[src/rtl/bc_microseq_pkg.sv]
// Shared types and helpers for the bc_microseq control block.
package bc_microseq_pkg;

  // Sequencer states; outputs are decoded from these.
  typedef enum logic [1:0] {
    StIdle = 2'd0,
    StRun  = 2'd1,
    StDone = 2'd2
  } state_e;

  // Control word width: {last, h, ld, sel}.
  function automatic int unsigned cw_width(int unsigned n_mux, int unsigned sel_w,
                                           int unsigned n_load);
    return n_mux * sel_w + n_load + 2;
  endfunction

endpackage

[src/rtl/bc_microseq_ucode_ram.sv]
// Control-word table: one synchronous write port, one combinational read port,
// cleared to all-zero on reset.
module bc_microseq_ucode_ram #(
  parameter int unsigned Depth = 8,
  parameter int unsigned Width = 11,
  parameter int unsigned AddrW = 3
) (
  input  logic             clk,
  input  logic             rst,
  input  logic             we,
  input  logic [AddrW-1:0] waddr,
  input  logic [Width-1:0] wdata,
  input  logic [AddrW-1:0] raddr,
  output logic [Width-1:0] rdata
);

  logic [Width-1:0] mem_q [Depth];
  logic [Width-1:0] mem_d [Depth];

  logic waddr_ok;
  logic raddr_ok;

  // Addresses beyond Depth exist only when Depth is not a power of two.
  assign waddr_ok = ({1'b0, waddr} < (AddrW + 1)'(Depth));
  assign raddr_ok = ({1'b0, raddr} < (AddrW + 1)'(Depth));

  // Next table contents: apply the write when enabled and in range.
  always_comb begin
    mem_d = mem_q;
    if (we && waddr_ok) begin
      mem_d[waddr] = wdata;
    end
  end

  // Table storage with asynchronous clear.
  always_ff @(posedge clk or negedge rst) begin
    if (!rst) begin
      for (int i = 0; i < Depth; i++) begin
        mem_q[i] <= '0;
      end
    end else begin
      mem_q <= mem_d;
    end
  end

  // Combinational read port.
  always_comb begin
    rdata = '0;
    if (raddr_ok) begin
      rdata = mem_q[raddr];
    end
  end

endmodule

[src/rtl/bc_microseq.sv]
// Programmable microsequencer: walks a writable control-word table, driving the
// datapath mux selects, load enables and op flag, with multi-pass runs and abort.
module bc_microseq
  import bc_microseq_pkg::*;
#(
  parameter int unsigned N_STEPS   = 8,
  parameter int unsigned N_MUX     = 3,
  parameter int unsigned SEL_W     = 2,
  parameter int unsigned N_LOAD    = 3,
  parameter int unsigned ITER_W    = 4,
  parameter bit          DONE_HOLD = 1'b0,
  localparam int unsigned SP_W     = $clog2(N_STEPS),
  localparam int unsigned CW_W     = cw_width(N_MUX, SEL_W, N_LOAD)
) (
  input  logic                     clk,
  input  logic                     rst,
  input  logic                     permit,
  input  logic [ITER_W-1:0]        iter,
  input  logic                     abort,
  input  logic                     ack,
  input  logic                     prog_we,
  input  logic [SP_W-1:0]          prog_addr,
  input  logic [CW_W-1:0]          prog_data,
  output logic [N_MUX*SEL_W-1:0]   sel,
  output logic [N_LOAD-1:0]        ld,
  output logic                     h,
  output logic                     ready,
  output logic                     feito,
  output logic                     busy,
  output logic                     prog_err
);

  localparam int unsigned SelBits = N_MUX * SEL_W;
  localparam int unsigned LdLsb   = SelBits;
  localparam int unsigned HBit    = SelBits + N_LOAD;
  localparam int unsigned LastBit = HBit + 1;

  state_e            state_q, state_d;
  logic [SP_W-1:0]   step_q, step_d;
  logic [ITER_W-1:0] loop_q, loop_d;
  logic [ITER_W-1:0] iter_q, iter_d;
  logic              prog_err_q, prog_err_d;

  logic [CW_W-1:0]   cw;
  logic              tbl_we;
  logic              pass_end;
  logic              more_passes;

  // Writes only land while idle; elsewhere they are dropped and flagged.
  assign tbl_we = prog_we && (state_q == StIdle);

  bc_microseq_ucode_ram #(
    .Depth (N_STEPS),
    .Width (CW_W),
    .AddrW (SP_W)
  ) u_ram (
    .clk   (clk),
    .rst   (rst),
    .we    (tbl_we),
    .waddr (prog_addr),
    .wdata (prog_data),
    .raddr (step_q),
    .rdata (cw)
  );

  assign pass_end    = (step_q == SP_W'(N_STEPS - 1)) || cw[LastBit];
  // iter_q is never 0 in RUN, so the subtraction cannot underflow.
  assign more_passes = (loop_q < (iter_q - ITER_W'(1)));

  // Next-state logic for the FSM, counters and error flag.
  always_comb begin
    state_d    = state_q;
    step_d     = step_q;
    loop_d     = loop_q;
    iter_d     = iter_q;
    prog_err_d = prog_we && (state_q != StIdle);
    unique case (state_q)
      StIdle: begin
        if (permit) begin
          state_d = StRun;
          step_d  = '0;
          loop_d  = '0;
          iter_d  = (iter == '0) ? ITER_W'(1) : iter;
        end
      end
      StRun: begin
        if (abort) begin
          state_d = StIdle;
          step_d  = '0;
          loop_d  = '0;
        end else if (pass_end) begin
          step_d = '0;
          if (more_passes) begin
            loop_d = loop_q + ITER_W'(1);
          end else begin
            loop_d  = '0;
            state_d = StDone;
          end
        end else begin
          step_d = step_q + SP_W'(1);
        end
      end
      StDone: begin
        if (!DONE_HOLD || ack) begin
          state_d = StIdle;
        end
      end
      default: begin
        state_d = StIdle;
        step_d  = '0;
        loop_d  = '0;
      end
    endcase
  end

  // State registers.
  always_ff @(posedge clk or negedge rst) begin
    if (!rst) begin
      state_q    <= StIdle;
      step_q     <= '0;
      loop_q     <= '0;
      iter_q     <= '0;
      prog_err_q <= 1'b0;
    end else begin
      state_q    <= state_d;
      step_q     <= step_d;
      loop_q     <= loop_d;
      iter_q     <= iter_d;
      prog_err_q <= prog_err_d;
    end
  end

  // Moore output decode; the table is frozen outside IDLE so these are stable.
  always_comb begin
    sel      = '0;
    ld       = '0;
    h        = 1'b0;
    ready    = (state_q == StIdle);
    busy     = (state_q == StRun);
    feito    = (state_q == StDone);
    prog_err = prog_err_q;
    if (state_q == StRun) begin
      sel = cw[SelBits-1:0];
      ld  = cw[LdLsb +: N_LOAD];
      h   = cw[HBit];
    end
  end

endmodule

[config.mk]
export PLATFORM = sky130hd
export DESIGN_NAME = bc_microseq
export DESIGN_NICKNAME = d
export VERILOG_FILES = /design/src/rtl/bc_microseq_pkg.sv /design/src/rtl/bc_microseq_ucode_ram.sv /design/src/rtl/bc_microseq.sv
export SDC_FILE = /design/constraint.sdc
export NUM_CORES = 1
export LEC_CHECK = 0
export CAP_MARGIN = 20
export CELL_PAD_IN_SITES_DETAIL_PLACEMENT = 1
export CELL_PAD_IN_SITES_GLOBAL_PLACEMENT = 2
export CORE_ASPECT_RATIO = 0.75
export CORE_UTILIZATION = 30
export DETAILED_ROUTE_END_ITERATION = 7
export PLACE_DENSITY = 0.63
export SYNTH_ARGS = -nofsm -noshare
export SYNTH_HDL_FRONTEND = slang
export SYNTH_HIERARCHICAL = 1
export SYNTH_SLANG_ARGS = --single-unit
[constraint.sdc]
create_clock -name clk -period 2.3 [get_ports clk]
set_clock_uncertainty 0.15 [all_clocks]
set_input_delay 0.575 -clock clk [delete_from_list [all_inputs] [get_ports clk]]
set_output_delay 0.575 -clock clk [all_outputs]
set_load 0.01 [all_outputs]
Yosys cells after proc, flatten, opt, wreduce, memory -nomap -nowiden
Cells that the tools add are included.
{ "totals": {"elab_cells": 64, "register_bits": 102} }
{ "classes": {"n_addsub": 3, "n_mux": 24, "n_bitwise": 3, "n_eq_ne": 6, "n_reduce_logical": 11, "n_lt_le_gt_ge": 4} }
{ "ops": {"columns": ["op", "count"], "rows": [
  ["$bwmux 88", 1],
  ["$bmux 11 s3", 1],
  ["$demux 11 s3", 1],
  ["$mux 11", 3],
  ["$mux 4", 5],
  ["$mux 3", 4],
  ["$pmux 4 s3", 1],
  ["$pmux 3 s3", 1],
  ["$ge 4x4->1 const B", 2],
  ["$mux 2", 4],
  ["$not 3->4", 2],
  ["$mux 6", 1],
  ["$reduce_and 3->1", 2],
  ["$add 4x1->4 const B", 1],
  ["$logic_not 4->1", 1],
  ["$lt 4x1->1 const B", 1],
  ["$lt 4x4->1", 1],
  ["$pmux 2 s2", 1],
  ["$reduce_and 2->1", 2],
  ["$sub 4x1->4 const B", 1],
  ["$add 3x1->3 const B", 1],
  ["$eq 3x3->1 const B", 1],
  ["$logic_and 1x1->1", 3],
  ["$ne 3x2->1 const B", 1],
  ["9 further kinds", 9]
]} }

Depth between registers and ports, before layout
{ "depth": {"depth_word": 8, "mapped_depth": 8, "ltp_nobuf": 8} }

By module
Netlist, hierarchy kept.
{ "by_module_without_submodules": {"columns": ["mod", "seq_area_each_um2", "area_per_inst_um2", "instances", "cells_each"], "rows": [
  ["bc_microseq_ucode_ram", 2202.1, 4050.1, 1, 230],
  ["bc_microseq", 350.3, 830.8, 1, 79]
]} }

Worst setup path after synthesis
OpenSTA, ideal clock, no wires.
{ "synth_path": {"path_kind": "flip-flop to flip-flop", "start": "reg step_q[0]", "end": "reg loop_q[3]", "slack_ps": -186, "path_stages_with_launch": 8, "arrival_time_ps": 2210, "path_cell_list": "dfrtp_1 buf_6 mux4_1 mux2_2 nor4_4 a2bb2oi_4 nor2_2 a221o_1"} }
{ "synth_via": {"elab_chain_cells": 7, "word_cells_on_any_way": 8, "classes_between": "2 x eq/ne; 3 x mux; 1 x bitwise; 2 x reduce/logical"} }
{ "synth_lines": {"columns": ["element", "line", "source"], "rows": [
  ["start: declaration", "bc_microseq.sv:39", "logic [SP_W-1:0] step_q, step_d;"],
  ["start signal: assignment", "bc_microseq.sv:126", "step_q <= step_d;"],
  ["$not 3->4 (not written as such)", "bc_microseq_ucode_ram.sv:50", "rdata = mem_q[raddr];"],
  ["$bmux 11 s3", "bc_microseq_ucode_ram.sv:50", null],
  ["$mux 11 (not written as such) (2 in series)", "bc_microseq_ucode_ram.sv:50", null],
  ["via cw[10]", "bc_microseq.sv:44", "logic [CW_W-1:0] cw;"],
  ["$logic_or 1x1->1", "bc_microseq.sv:66", "assign pass_end = (step_q == SP_W'(N_STEPS - 1)) || cw[LastBit];"],
  ["$ne 3x2->1 (no line)", null, null],
  ["$reduce_and 3->1 (no line)", null, null],
  ["end signal: assignment", "bc_microseq.sv:127", "loop_q <= loop_d;"],
  ["end: declaration", "bc_microseq.sv:40", "logic [ITER_W-1:0] loop_q, loop_d;"]
]} }
The timed path passes the listed nets, and every way through them passes these cells. The select of a mux whose other input is x is not followed.
A chain may end at the register's enable or synchronous reset.

Worst setup path after layout
{ "layout_path": {"start": "reg step_q[0]", "end": "out sel[5]"} }
{ "layout_via": {"elab_chain_cells": 5} }
{ "layout_lines": {"columns": ["element", "line", "source"], "rows": [
  ["$not 3->4 (not written as such)", "bc_microseq_ucode_ram.sv:50", null],
  ["$bmux 11 s3", "bc_microseq_ucode_ram.sv:50", null],
  ["$mux 11 (not written as such) (2 in series)", "bc_microseq_ucode_ram.sv:50", null],
  ["via cw[5]", "bc_microseq.sv:44", null],
  ["$mux 6", "bc_microseq.sv:142", "if (state_q == StRun) begin"],
  ["end: declaration", "bc_microseq.sv:24", "output logic [N_MUX*SEL_W-1:0] sel,"]
]} }
The timed path passes the listed nets, and every way through them passes these cells. The select of a mux whose other input is x is not followed.

==> impl_metrics.toml <==
[grt]
overflow = 0
grt_max_degree = 103
grt_first_pass_wirelength_mm = 19.1
antenna_found_initial = 0
grtUsageTotal = 0.154
grt_pass1_vias = 3152

[sta]
setup_tns_ns = -6.36
slew_viol_final = 0
finalCriticalPeriod_ns = 2.82
fin_crit_sh = 1.22
tightest_slew_ns = 0.624
hold_viol_final = 0
setup_ws_ns = -0.517
maxSlewHeadroom = 0.582
max_freq_mhz = 355
final-setup-viol-count = 19
rsz0062_at_grt = "true"

[power]
seq_power_share = 0.384
power_leakage_nw = 2.69
comb_power_share = 0.435
ir_drop_uv = 473
clockPowerShare = 0.181
swShare = 0.294
p_int_w = 0.00581
p_switching_w = 0.00242
power.density_nw_per_um2 = 1310

[clock_tree]
cts.sinks = 102
cts_hold_buf = 0
cts_made_buffers = 9
cts_tree = "yes"
clockBufferDepth = 2
clock_latency_ns = 0.34
cts.root.buffer_cell = "clkbuf_16"
clk_pin_slew_worst_paths_ns = 0.07
htree_levels = 3

[die]
initial_core_util = 0.314
core-area_sq_um = 15600
rows = 39
dieWidth_um = 149
boundaryPins = 38
die-area_sq_um = 16800
die_h_um = 112

[drt]
ant_nets = 0
first_pass_iters = 4
drc = 0
wire_per_inst_um = 19.4
drt_iter0_markers = 163
vias = 2961
via_per_inst = 4.97
drt_wl_total_mm = 11.6

[final_layout]
register_area_sq_um = 2550
drive_above_1_share = 0.568
multi_input_area_sq_um = 2270
n_fill_cell = 1566
syn_to_final_growth_pct = 28.6
layout.nets = 417
diodes = 0
stdcell_area_sq_um = 6270

[synthesis]
ys_seq_area_frac = 0.523
syn_nets = 340
syn_area_sq_um = 4880
postSynthAreaPerCell_sq_um = 15.8
synth-seq-cells = 102
ys_warn_count = 6
syn_inst = 309
synth_cell_types = 33

[critical_path]
critical_path_buf_inv_count = 3
reg2reg_slack_ns = -0.36
r2r_cells = 8
startpoint = "step_q[0]$_DFFE_PN0P_"
required_ns = 1.57
cp_cell_sequence = "buf_12, buf_8, mux4_2, mux2_4, and3_4, buf_6"
crit_slowest_cell = "mux4_2"
r2r-end = "loop_q[3]$_DFFE_PN0P_"
r2r_start = "step_q[0]$_DFFE_PN0P_"
worstPathMaxFanout = 7
crit_family = "multiplexers"
worstPathArrival_ns = 2.09
critPathMaxStageDelay_ns = 0.49
critical_path_class = "flop to output pin"
start_kind = "flop"
critPathCaptureType = "output pin"

[hold_path]
hp-class = "input port to asynchronous set/reset pin"

[outcome]
outcome = "finished, violations left"
violations = "setup timing"

[placed_design]
gp_congestion = 0.674
placed_area_sq_um = 5820
dp_hpwl_mm = 7.36
io_buffers = 36

[job]
cap_violations = 0
## cell usage after synthesis (all sizes together)
| library cell | number | area [sq um] |
|---|---|---|
| inv | 4 | 15.0 |
| nor3 | 4 | 20.0 |
| mux2 | 103 | 1160 |
| buf | 12 | 72.6 |
| nand4 | 1 | 6.26 |
| nand4b | 3 | 26.3 |
| nand2 | 4 | 15.0 |
| and2 | 2 | 13.8 |
| a221o | 1 | 10.0 |
| a21oi | 3 | 15.0 |
| nor2b | 2 | 12.5 |
| nor4 | 1 | 21.3 |
| clkbuf | 3 | 11.3 |
| o21ai | 1 | 5.00 |
| a2bb2oi | 1 | 26.3 |
| dfrtp | 102 | 2550 |
| a22o | 4 | 35.0 |
| o21bai | 1 | 7.51 |
| o211ai | 2 | 15.0 |
| and4bb | 3 | 37.5 |
| nand3 | 2 | 10.0 |
| mux4 | 22 | 578 |
| nor3b | 1 | 7.51 |
| nor4b | 1 | 8.76 |
| and3 | 11 | 68.8 |
| ha | 7 | 87.6 |
| nor2 | 6 | 25.0 |
| xnor2 | 2 | 17.5 |
## worst max path at each step
stage	cells after the start	endpoint
finish	6	sel[5]
global route	6	sel[1]
CTS	6	ld[1]
detailed placement	5	sel[5]
global placement	5	sel[5]
floorplan	7	loop_q[3]$_DFFE_PN0P_
## power by group through the flow
stage | registers (W) | clock network [W] | logic, W
floorplan | 0.00297 | 0 | 0.00199
global placement | 0.00310 | 0 | 0.00300
detailed placement | 0.00314 | 0 | 0.00307
CTS | 0.00316 | 0.00155 | 0.00357
global route | 0.00328 | 0.00162 | 0.00386
finish | 0.00316 | 0.00149 | 0.00358
## state kept, by name, summed over array words and instances (netlist names)
name         count
iter_q           4
loop_q           4
prog_err         1
state_q          2
step_q           3
u_ram/mem_q     88
## placed cells by master (no fill, tap or decap), types with 4 or more instances in the layout
master and instances:
and3_4 11, dfrtp_1 100, mux4_2 22, inv_1 4
buf_4 27, clkdlybuf4s50_1 22, ha_1 7, nor2_1 4
mux2_2 93, buf_6 16, clkbuf_16 9, a22o_1 4
mux2_4 10, nor3_1 4, buf_12 11
## per-layer routing
metal	part of all wire	GRT usage	wire [um]	vias up
li1	-	-	-	1331
met1	0.53	0.236	6140	1591
met2	0.44	0.216	5050	29
met4	0.014	0.0456	163	0
met5	0	0	0	-
met3	0.019	0.0293	225	10
## layout make-up
| type | count | area share |
|---|---|---|
| Timing Repair Buffer | 81 | 0.141 |
| Multi-Input combinational cell | 188 | 0.362 |
| Clock inverter | 5 | 0.00658 |
| Sequential cell | 102 | 0.407 |
| Inverter | 4 | 0.00239 |
| Clock buffer | 11 | 0.0403 |
| Tap cell | 205 | 0.0409 |
## worst register-to-register path: cells and delay by family, from the launching register on
kind / cells / cell delay [ns]
AO/OA/AOI/OAI: 2 / 0.56
buffers and inverters: 2 / 0.23
flip-flops: 1 / 0.43
multiplexers: 2 / 0.79
AND/OR/NAND/NOR: 2 / 0.40
## cells by family (layout without fill, tap and decap cells)
logic type / after synthesis / in the layout / share of synthesized area
multiplexers: 125 / 125 / 0.356
AO/OA/AOI/OAI: 13 / 13 / 0.0233
XOR/XNOR: 2 / 2 / 0.00359
adder cells (fa/ha/maj): 7 / 7 / 0.0179
flip-flops: 102 / 102 / 0.523
buffers and inverters: 19 / 101 / 0.0203
AND/OR/NAND/NOR: 41 / 41 / 0.0559
## per-stage QoR
stage,worst slack (ns),utilization,total power (W),std cells,hold slack (ns)
finish,-0.517,0.403,0.00823,596,0.115
global route,-0.583,0.403,0.00876,596,0.166
CTS,-0.552,0.401,0.00828,595,0.163
detailed placement,-0.543,0.374,0.00622,570,0.335
global placement,-0.526,0.374,0.00609,570,0.331
floorplan,-0.0707,-,0.00496,309,0.129
## timing repair
action | CTS | global route
gates resized for setup | 110 | 8
cloned | 0 | 0
setup buffers | 11 | 3
pin swaps | 1 | 6
setup endpoints to repair | 22 | 21
Power figures use the tool's default switching activity.
